### src/rtl/alu_exec_seq.sv
// rtl/alu_exec_seq.sv - ALU control decode and execute stage with registered outputs.
// Defining ALU_MULDIV_EN compiles in the iterative unsigned multiply/divide sequencer.
module alu_exec_seq #(
    parameter  int WIDTH = 32,
    localparam int SHW   = $clog2(WIDTH)
) (
    input  logic             clk,
    input  logic             rst_n,
    input  logic             start,
    input  logic [1:0]       alu_op,
    input  logic [5:0]       funct,
    input  logic [WIDTH-1:0] a,
    input  logic [WIDTH-1:0] b,
    output logic [WIDTH-1:0] result,
    output logic [WIDTH-1:0] result_hi,
    output logic             zero,
    output logic             lw_signal,
    output logic             illegal,
    output logic             busy,
    output logic             done
);

    typedef enum logic [3:0] {
        OP_ADD, OP_SUB, OP_AND, OP_OR, OP_XOR, OP_SLT,
        OP_SLL, OP_SRL, OP_MUL, OP_DIV, OP_ILL
    } op_e;

    op_e              op;
    logic [WIDTH-1:0] sc_res;
    logic             busy_w;
    logic             accept;

    logic [WIDTH-1:0] result_q, result_d;
    logic [WIDTH-1:0] result_hi_q, result_hi_d;
    logic             zero_q, zero_d;
    logic             lw_q, lw_d;
    logic             illegal_q, illegal_d;
    logic             done_q, done_d;

    always_comb begin
        op = OP_ILL;
        case (alu_op)
            2'b00: op = OP_ADD;
            2'b01: op = OP_SUB;
            2'b10: begin
                case (funct)
                    6'b100000: op = OP_ADD;
                    6'b100010: op = OP_SUB;
                    6'b100100: op = OP_AND;
                    6'b100101: op = OP_OR;
                    6'b100110: op = OP_XOR;
                    6'b101010: op = OP_SLT;
                    6'b000000: op = OP_SLL;
                    6'b000010: op = OP_SRL;
`ifdef ALU_MULDIV_EN
                    6'b110000: op = OP_MUL;
                    6'b110001: op = OP_DIV;
`endif
                    default:   op = OP_ILL;
                endcase
            end
            default: op = OP_ILL;
        endcase
    end

    always_comb begin
        sc_res = '0;
        case (op)
            OP_ADD:  sc_res = a + b;
            OP_SUB:  sc_res = a - b;
            OP_AND:  sc_res = a & b;
            OP_OR:   sc_res = a | b;
            OP_XOR:  sc_res = a ^ b;
            OP_SLT:  sc_res = {{(WIDTH-1){1'b0}}, ($signed(a) < $signed(b))};
            OP_SLL:  sc_res = a << b[SHW-1:0];
            OP_SRL:  sc_res = a >> b[SHW-1:0];
            default: sc_res = '0;
        endcase
    end

`ifdef ALU_MULDIV_EN
    typedef enum logic [1:0] {S_IDLE, S_MUL, S_DIV} state_e;

    state_e           state_q, state_d;
    logic [SHW:0]     count_q, count_d;
    // acc holds product high word / remainder; opa shifts multiplier out and quotient in.
    logic [WIDTH-1:0] acc_q, acc_d, opa_q, opa_d, opb_q, opb_d;
    logic [WIDTH:0]   mul_sum, div_shift, div_diff;
    logic [WIDTH-1:0] it_acc, it_opa;
    logic             last_iter;
    logic             is_multi;

    assign is_multi  = (op == OP_MUL) || (op == OP_DIV);
    assign last_iter = (state_q != S_IDLE) && (count_q == (SHW+1)'(1));

    always_ff @(posedge clk or negedge rst_n) begin
        if (!rst_n) begin
            state_q <= S_IDLE;
            count_q <= '0;
            acc_q   <= '0;
            opa_q   <= '0;
            opb_q   <= '0;
        end else begin
            state_q <= state_d;
            count_q <= count_d;
            acc_q   <= acc_d;
            opa_q   <= opa_d;
            opb_q   <= opb_d;
        end
    end

    always_comb begin
        state_d = state_q;
        case (state_q)
            S_IDLE: begin
                if (start && op == OP_MUL)      state_d = S_MUL;
                else if (start && op == OP_DIV) state_d = S_DIV;
            end
            S_MUL, S_DIV: if (last_iter) state_d = S_IDLE;
            default: state_d = S_IDLE;
        endcase
    end

    always_comb begin
        busy_w = (state_q != S_IDLE);
    end

    always_comb begin
        mul_sum   = {1'b0, acc_q} + (opa_q[0] ? {1'b0, opb_q} : '0);
        div_shift = {acc_q, opa_q[WIDTH-1]};
        div_diff  = div_shift - {1'b0, opb_q};
        it_acc    = acc_q;
        it_opa    = opa_q;
        if (state_q == S_MUL) begin
            it_acc = mul_sum[WIDTH:1];
            it_opa = {mul_sum[0], opa_q[WIDTH-1:1]};
        end else if (state_q == S_DIV) begin
            // A clear top bit means the trial subtraction did not borrow.
            if (!div_diff[WIDTH]) begin
                it_acc = div_diff[WIDTH-1:0];
                it_opa = {opa_q[WIDTH-2:0], 1'b1};
            end else begin
                it_acc = div_shift[WIDTH-1:0];
                it_opa = {opa_q[WIDTH-2:0], 1'b0};
            end
        end
    end

    always_comb begin
        acc_d   = acc_q;
        opa_d   = opa_q;
        opb_d   = opb_q;
        count_d = count_q;
        if (state_q == S_IDLE) begin
            if (start && is_multi) begin
                acc_d   = '0;
                opa_d   = a;
                opb_d   = b;
                count_d = (SHW+1)'(WIDTH);
            end
        end else begin
            acc_d   = it_acc;
            opa_d   = it_opa;
            count_d = count_q - (SHW+1)'(1);
        end
    end
`else
    assign busy_w = 1'b0;
`endif

    assign accept = start && !busy_w;

    always_comb begin
        result_d    = result_q;
        result_hi_d = result_hi_q;
        zero_d      = zero_q;
        lw_d        = lw_q;
        illegal_d   = 1'b0;
        done_d      = 1'b0;
        if (accept) begin
            if (op == OP_ILL) begin
                illegal_d = 1'b1;
            end else begin
                lw_d = (alu_op == 2'b00);
`ifdef ALU_MULDIV_EN
                if (!is_multi) begin
`else
                begin
`endif
                    result_d    = sc_res;
                    result_hi_d = '0;
                    zero_d      = (sc_res == '0);
                    done_d      = 1'b1;
                end
            end
        end
`ifdef ALU_MULDIV_EN
        if (last_iter) begin
            result_d    = it_opa;
            result_hi_d = it_acc;
            zero_d      = (it_opa == '0);
            done_d      = 1'b1;
        end
`endif
    end

    always_ff @(posedge clk or negedge rst_n) begin
        if (!rst_n) begin
            result_q    <= '0;
            result_hi_q <= '0;
            zero_q      <= 1'b0;
            lw_q        <= 1'b0;
            illegal_q   <= 1'b0;
            done_q      <= 1'b0;
        end else begin
            result_q    <= result_d;
            result_hi_q <= result_hi_d;
            zero_q      <= zero_d;
            lw_q        <= lw_d;
            illegal_q   <= illegal_d;
            done_q      <= done_d;
        end
    end

    assign result    = result_q;
    assign result_hi = result_hi_q;
    assign zero      = zero_q;
    assign lw_signal = lw_q;
    assign illegal   = illegal_q;
    assign busy      = busy_w;
    assign done      = done_q;

endmodule

### config.mk
export PLATFORM = sky130hd
export DESIGN_NAME = alu_exec_seq
export DESIGN_NICKNAME = d
export VERILOG_FILES = /design/src/rtl/alu_exec_seq.sv
export SDC_FILE = /design/constraint.sdc
export NUM_CORES = 1
export LEC_CHECK = 0
export ABC_AREA = 1
export ABC_CLOCK_PERIOD_IN_PS = 940
export CORE_UTILIZATION = 45
export CTS_CLUSTER_DIAMETER = 200
export DETAILED_ROUTE_END_ITERATION = 8
export MAX_ROUTING_LAYER = met4
export PLACE_DENSITY = 0.74
export SETUP_SLACK_MARGIN = 0.02
export SLEW_MARGIN = 20
export SYNTH_ARGS = -nofsm -noshare
export SYNTH_HDL_FRONTEND = slang
export SYNTH_SLANG_ARGS = --single-unit
### constraint.sdc
create_clock -name clk -period 0.94 [get_ports clk]
set_clock_uncertainty 0.2 [all_clocks]
set_input_delay 0.188 -clock clk [delete_from_list [all_inputs] [get_ports clk]]
set_output_delay 0.188 -clock clk [all_outputs]
set_load 0.02 [all_outputs]
==> results of run 1 <==
[kinds of logic after synthesis]
family                   count (synthesis)
AO/OA/AOI/OAI                          146
XOR/XNOR                                19
adder cells (fa/ha/maj)                114
buffers and inverters                  444
flip-flops                              36
other                                    1
AND/OR/NAND/NOR                       1593
[cells in the mapped netlist, drive strengths merged]
library cell  count  area share
nand4            24       0.012
clkbuf           28      0.0089
xnor2             1     0.00072
o31ai             3      0.0019
o22ai             1     0.00052
xor2             18       0.013
nand3           446        0.19
and3              1     0.00052
nor4              1     0.00052
a21oi            55       0.023
buf             117       0.060
nand2           814        0.25
a21boi            1     0.00062
ha              112        0.12
a21o              4      0.0025
or2               1     0.00052
nor2            265       0.086
fa                2      0.0033
and2             11      0.0057
inv             299       0.093
o211ai           13      0.0085
o21a              1     0.00062
nor3             21       0.011
conb              1     0.00031
dfrtp            36       0.074
o21ai            54       0.022
o21bai           14      0.0087
nand3b            9      0.0056
[stage by stage]
step	hold WS [ns]	util	instance area, sq um	setup WS, ns
global placement	0.266	0.666	17500	-2.67
CTS	0.104	0.824	21700	-1.59
detailed placement	0.311	0.666	17500	-2.69
floorplan	-0.308	-	12500	-1.56
[per-layer routing]
layer  GRT overflow  GRT usage
met3             25      0.796
met2            763       1.12
met4            265       1.03
met5              -          -
met1             36      0.898
[timing repair]
| item | 4_1_cts |
|---|---|
| cloned | 8 |
| resized for setup | 1268 |
| pin swaps | 285 |
| setup endpoints to repair | 72 |
| setup buffers | 145 |
==> impl_metrics.env, run 1 <==
export IMPL_run_status="stopped before the end"
export IMPL_stop_stage="5_1_grt"
export IMPL_tool_error="[ERROR GRT-0232] Routing congestion too high. Check the congestion heatmap in the GUI."
export IMPL_synth_cell_types=41
export IMPL_rows=59
export IMPL_synthCells=2353
export IMPL_clock_sinks=36
export IMPL_dp_cells=3246
export IMPL_cts_root_buffer="clkbuf_16"
export IMPL_synthXorXnorAreaFrac=0.0137
export IMPL_ctsHoldBuffers=0
export IMPL_grt_max_degree=54
export IMPL_crit_endpoint="zero$_DFFE_PN0P_/D"
export IMPL_grt_total_usage=0.957
export IMPL_io_pins=144
export IMPL_gp_congestion=1.11
export IMPL_yosysSeqAreaShare=0.0743
export IMPL_die_x_microns=166
export IMPL_synth_compound_area_frac=0.0682
export IMPL_synth_avg_cell_area_sq_um=5.15
export IMPL_start_util=0.461
export IMPL_clock_path_buffers=2
export IMPL_cts_inserted_buffers=5
export IMPL_synth_area_mux_share=0
export IMPL_synthSimpleGateAreaFrac=0.563
export IMPL_place_hpwl_microns=52300
export IMPL_synth_adder_area_share=0.119
export IMPL_worst_path_end_type="register data pin"
export IMPL_netlist_area_sq_mm=0.0121
export IMPL_die_y_microns=166
export IMPL_ctsHtreeMaxLevel=2
export IMPL_synth_seq_cells=36
export IMPL_synth_top_family_by_area="simple AND/OR/NAND/NOR gates"
export IMPL_grt_overflow_total=1089
export IMPL_port_buffers=110
export IMPL_synth_warnings=0
==> run 2: changes to the inputs <==
--- a/config.mk
+++ b/config.mk
@@ -7,12 +7,9 @@
 export LEC_CHECK = 0
 export ABC_AREA = 1
 export ABC_CLOCK_PERIOD_IN_PS = 940
-export CORE_UTILIZATION = 45
-export CTS_CLUSTER_DIAMETER = 200
+export CORE_UTILIZATION = 30
 export DETAILED_ROUTE_END_ITERATION = 8
-export MAX_ROUTING_LAYER = met4
-export PLACE_DENSITY = 0.74
-export SETUP_SLACK_MARGIN = 0.02
+export PLACE_DENSITY_LB_ADDON = 0.15
 export SLEW_MARGIN = 20
 export SYNTH_ARGS = -nofsm -noshare
 export SYNTH_HDL_FRONTEND = slang
==> run 2 against run 1 <==
Against the previous run: the flow now finishes, with violations (negative setup slack); synthesized cell count is the same; synthesized area unchanged.
==> impl_metrics.env, run 2 <==
export IMPL_run_status="finished with violations"
export IMPL_violations="negative setup slack"
export IMPL_synth_seq_cells=36
export IMPL_synth_ff_type="dfrtp_1"
export IMPL_timing_final_hold_violations=0
export IMPL_synthArstFlopShare=1.00
export IMPL_dr_pass1_iters=7
export IMPL_criticalPathCategory="in -> reg"
export IMPL_die_x_microns=203
export IMPL_routed_wirelength_microns=77600
export IMPL_p_sw_frac=0.475
export IMPL_grt_first_pass_wirelength_microns=110000
export IMPL_pwr_share_clk=0.091
export IMPL_place_hpwl_microns=57600
export IMPL_critPathLaunchType="primary input"
export IMPL_cts_tree="done"
export IMPL_min_period_over_period=2.75
export IMPL_finalSetupViolCount=72
export IMPL_clock_sinks=36
export IMPL_die_y_microns=203
export IMPL_drc=0
export IMPL_worstSkewPairLatency_ns=0.28
export IMPL_rows=73
export IMPL_cts_root_buffer="clkbuf_16"
export IMPL_cap_violations=0
export IMPL_power_leakage_nw=12.9
export IMPL_rsz0062_at_grt="yes"
export IMPL_yosysSeqAreaShare=0.0743
export IMPL_vias=19000
export IMPL_ctsHtreeMaxLevel=2
export IMPL_ant_nets=0
export IMPL_synth_cell_types=41
export IMPL_netlist_top_cell_by_area="nand2_1"
export IMPL_io_pins=144
export IMPL_grt_overflow_total=0
export IMPL_instances_no_fill=3698
export IMPL_seq_power_share=0.101
export IMPL_ys_top_cells_by_area="nand2_1 25%, nand3_1 18%, ha_1 12%"
export IMPL_tns_ns=-56.34
export IMPL_design_core_area_sq_mm=0.0398
export IMPL_nets=3361
export IMPL_required_ns=0.96
export IMPL_largest_reg_flops=32
export IMPL_drive_above_1_share=0.585
export IMPL_path_max_fanout=3
export IMPL_syn_to_final_growth_pct=109
export IMPL_synth_warnings=0
export IMPL_synth_edff_count=0
export IMPL_design_power_total_mw=20.3
export IMPL_clock_path_buffers=2
export IMPL_slew_headroom=0.523
export IMPL_vias_per_cell=5.13
export IMPL_irDropWorstVdd_v=0.000736
export IMPL_wl_per_cell_microns=21.0
export IMPL_gp_congestion=0.970
export IMPL_slew_violations=0
export IMPL_synth_top_area_share=0.250
export IMPL_min_period_ns=2.59
export IMPL_port_buffers=110
export IMPL_fin_hold_ws_ns=0.0695
export IMPL_grt_max_degree=47
export IMPL_worst_setup_path_end_kind="register"
export IMPL_final_common_cell="buf_4"
export IMPL_die_area_sq_mm=0.0412
export IMPL_min_path_type="in -> reg"
export IMPL_grt_total_usage=0.358
export IMPL_grt_pass1_vias=18200
export IMPL_synth_most_common_cell="nand2_1"
export IMPL_p_per_area_mw_per_mm2=801
export IMPL_drt_initial_drc_count=1433
export IMPL_clk_pin_slew_ns=0.05
export IMPL_synthCells=2353
export IMPL_arrival_ns=2.60
export IMPL_dp_cells=3484
export IMPL_final_cell_mix="615 x buf_4, 527 x nand2_1, 228 x nand3_1"
export IMPL_p_int_mw=10.7
export IMPL_antenna_found_initial=0
export IMPL_tightest_slew_ns=0.715
export IMPL_comb_power_share=0.808
export IMPL_synth_avg_cell_area_sq_um=5.15
export IMPL_p_sw_mw=9.63
export IMPL_start_util=0.304
export IMPL_num_antenna_cells=0
export IMPL_yosys_top_cells_count="806 x nand2_1, 441 x nand3_1, 294 x inv_1, 256 x nor2_1, 112 x ha_1"
export IMPL_netlist_area_sq_mm=0.0121
export IMPL_fmax_ghz=0.387
export IMPL_layout_setup_ws_ns=-1.65
export IMPL_cts_inserted_buffers=5
-- run 2: cell counts after synthesis --
No cell type changed its count.
-- run 2: power groups by stage --
stage / sequential [mW] / combinational (mW) / clock (mW)
floorplan: 2.38 / 4.91 / 0
global placement: 2.02 / 11.2 / 0
detailed placement: 2.03 / 11.2 / 0
CTS: 2.01 / 14.1 / 1.89
global route: 2.08 / 17.3 / 1.95
finish: 2.05 / 16.4 / 1.85
-- run 2: area by class of cell --
type	count	area [sq um]
Fill cell	3618	14500
Multi-Input combinational cell	1908	13900
Timing Repair Buffer	922	8430
Inverter	299	1230
Sequential cell	36	901
Tap cell	525	657
Clock buffer	6	129
Clock inverter	2	35.0
-- run 2: timing repair --
| action | CTS | global route |
|---|---|---|
| setup endpoints to repair | 72 | 72 |
| setup buffers | 151 | 87 |
| hold endpoints to repair | 36 | 0 |
| gates cloned | 15 | 1 |
| resized for setup | 1166 | 687 |
| hold buffers | 1 | 0 |
| pin swaps | 293 | 320 |
-- run 2: path summary, 6_finish.rpt --
path                            start          to  slack [ns]  cells past startpoint
max                              b[0]        zero       -1.65                     21
max in group asynchronous       rst_n  result[16]        0.14                      3
min in group asynchronous       rst_n  result[15]        0.21                      3
min                         alu_op[0]   lw_signal        0.07                      2
max reg2reg                result[16]  result[16]       -0.13                      4
min reg2reg                 result[6]   result[6]        0.33                      2
-- run 2: metrics by stage --
stage	utilization	cell area, sq um	setup WS [ns]
after floorplan	-	12500	-1.56
after global placement	0.455	18100	-2.67
after detailed placement	0.455	18100	-2.71
after CTS	0.576	22900	-1.74
after global routing	0.636	25300	-1.77
final	0.636	25300	-1.65
-- run 2: cell families (layout without fill, tap and decap cells) --
group / count (synthesis) / after routing / synth area share
buffers and inverters: 444 / 1229 / 0.162
XOR/XNOR: 19 / 19 / 0.0137
adder cells (fa/ha/maj): 114 / 114 / 0.119
flip-flops: 36 / 36 / 0.0743
other: 1 / 33 / 0.000309
AND/OR/NAND/NOR: 1593 / 1596 / 0.563
AO/OA/AOI/OAI: 146 / 146 / 0.0682
-- run 2: routing by layer --
metal / routed length (microns) / share of wire / track usage / vias up
met5: 0 / 0 / 0 / -
met4: 4440 / 0.057 / 0.165 / 0
met3: 4470 / 0.058 / 0.0266 / 205
met2: 35800 / 0.46 / 0.597 / 776
met1: 32900 / 0.42 / 0.468 / 8982
li1: - / - / - / 9026
-- run 2: worst max-delay path: stages --
cell     delay [ns]
buf_8          0.10
buf_6          0.12
ha_4           0.16
fa_2           0.38
nand2_2        0.08
nand2_2        0.06
buf_4          0.13
and2_4         0.15
buf_6          0.11
xor2_1         0.14
nand2_2        0.05
nand2_1        0.05
nor2_1         0.10
nand2_2        0.14
nor2_2         0.15
nand2_2        0.09
nor2_4         0.10
nand2_1        0.06
nor2_1         0.10
nand2_1        0.06
nand2_1        0.06
No activity file was read; power rests on OpenSTA's default activity.
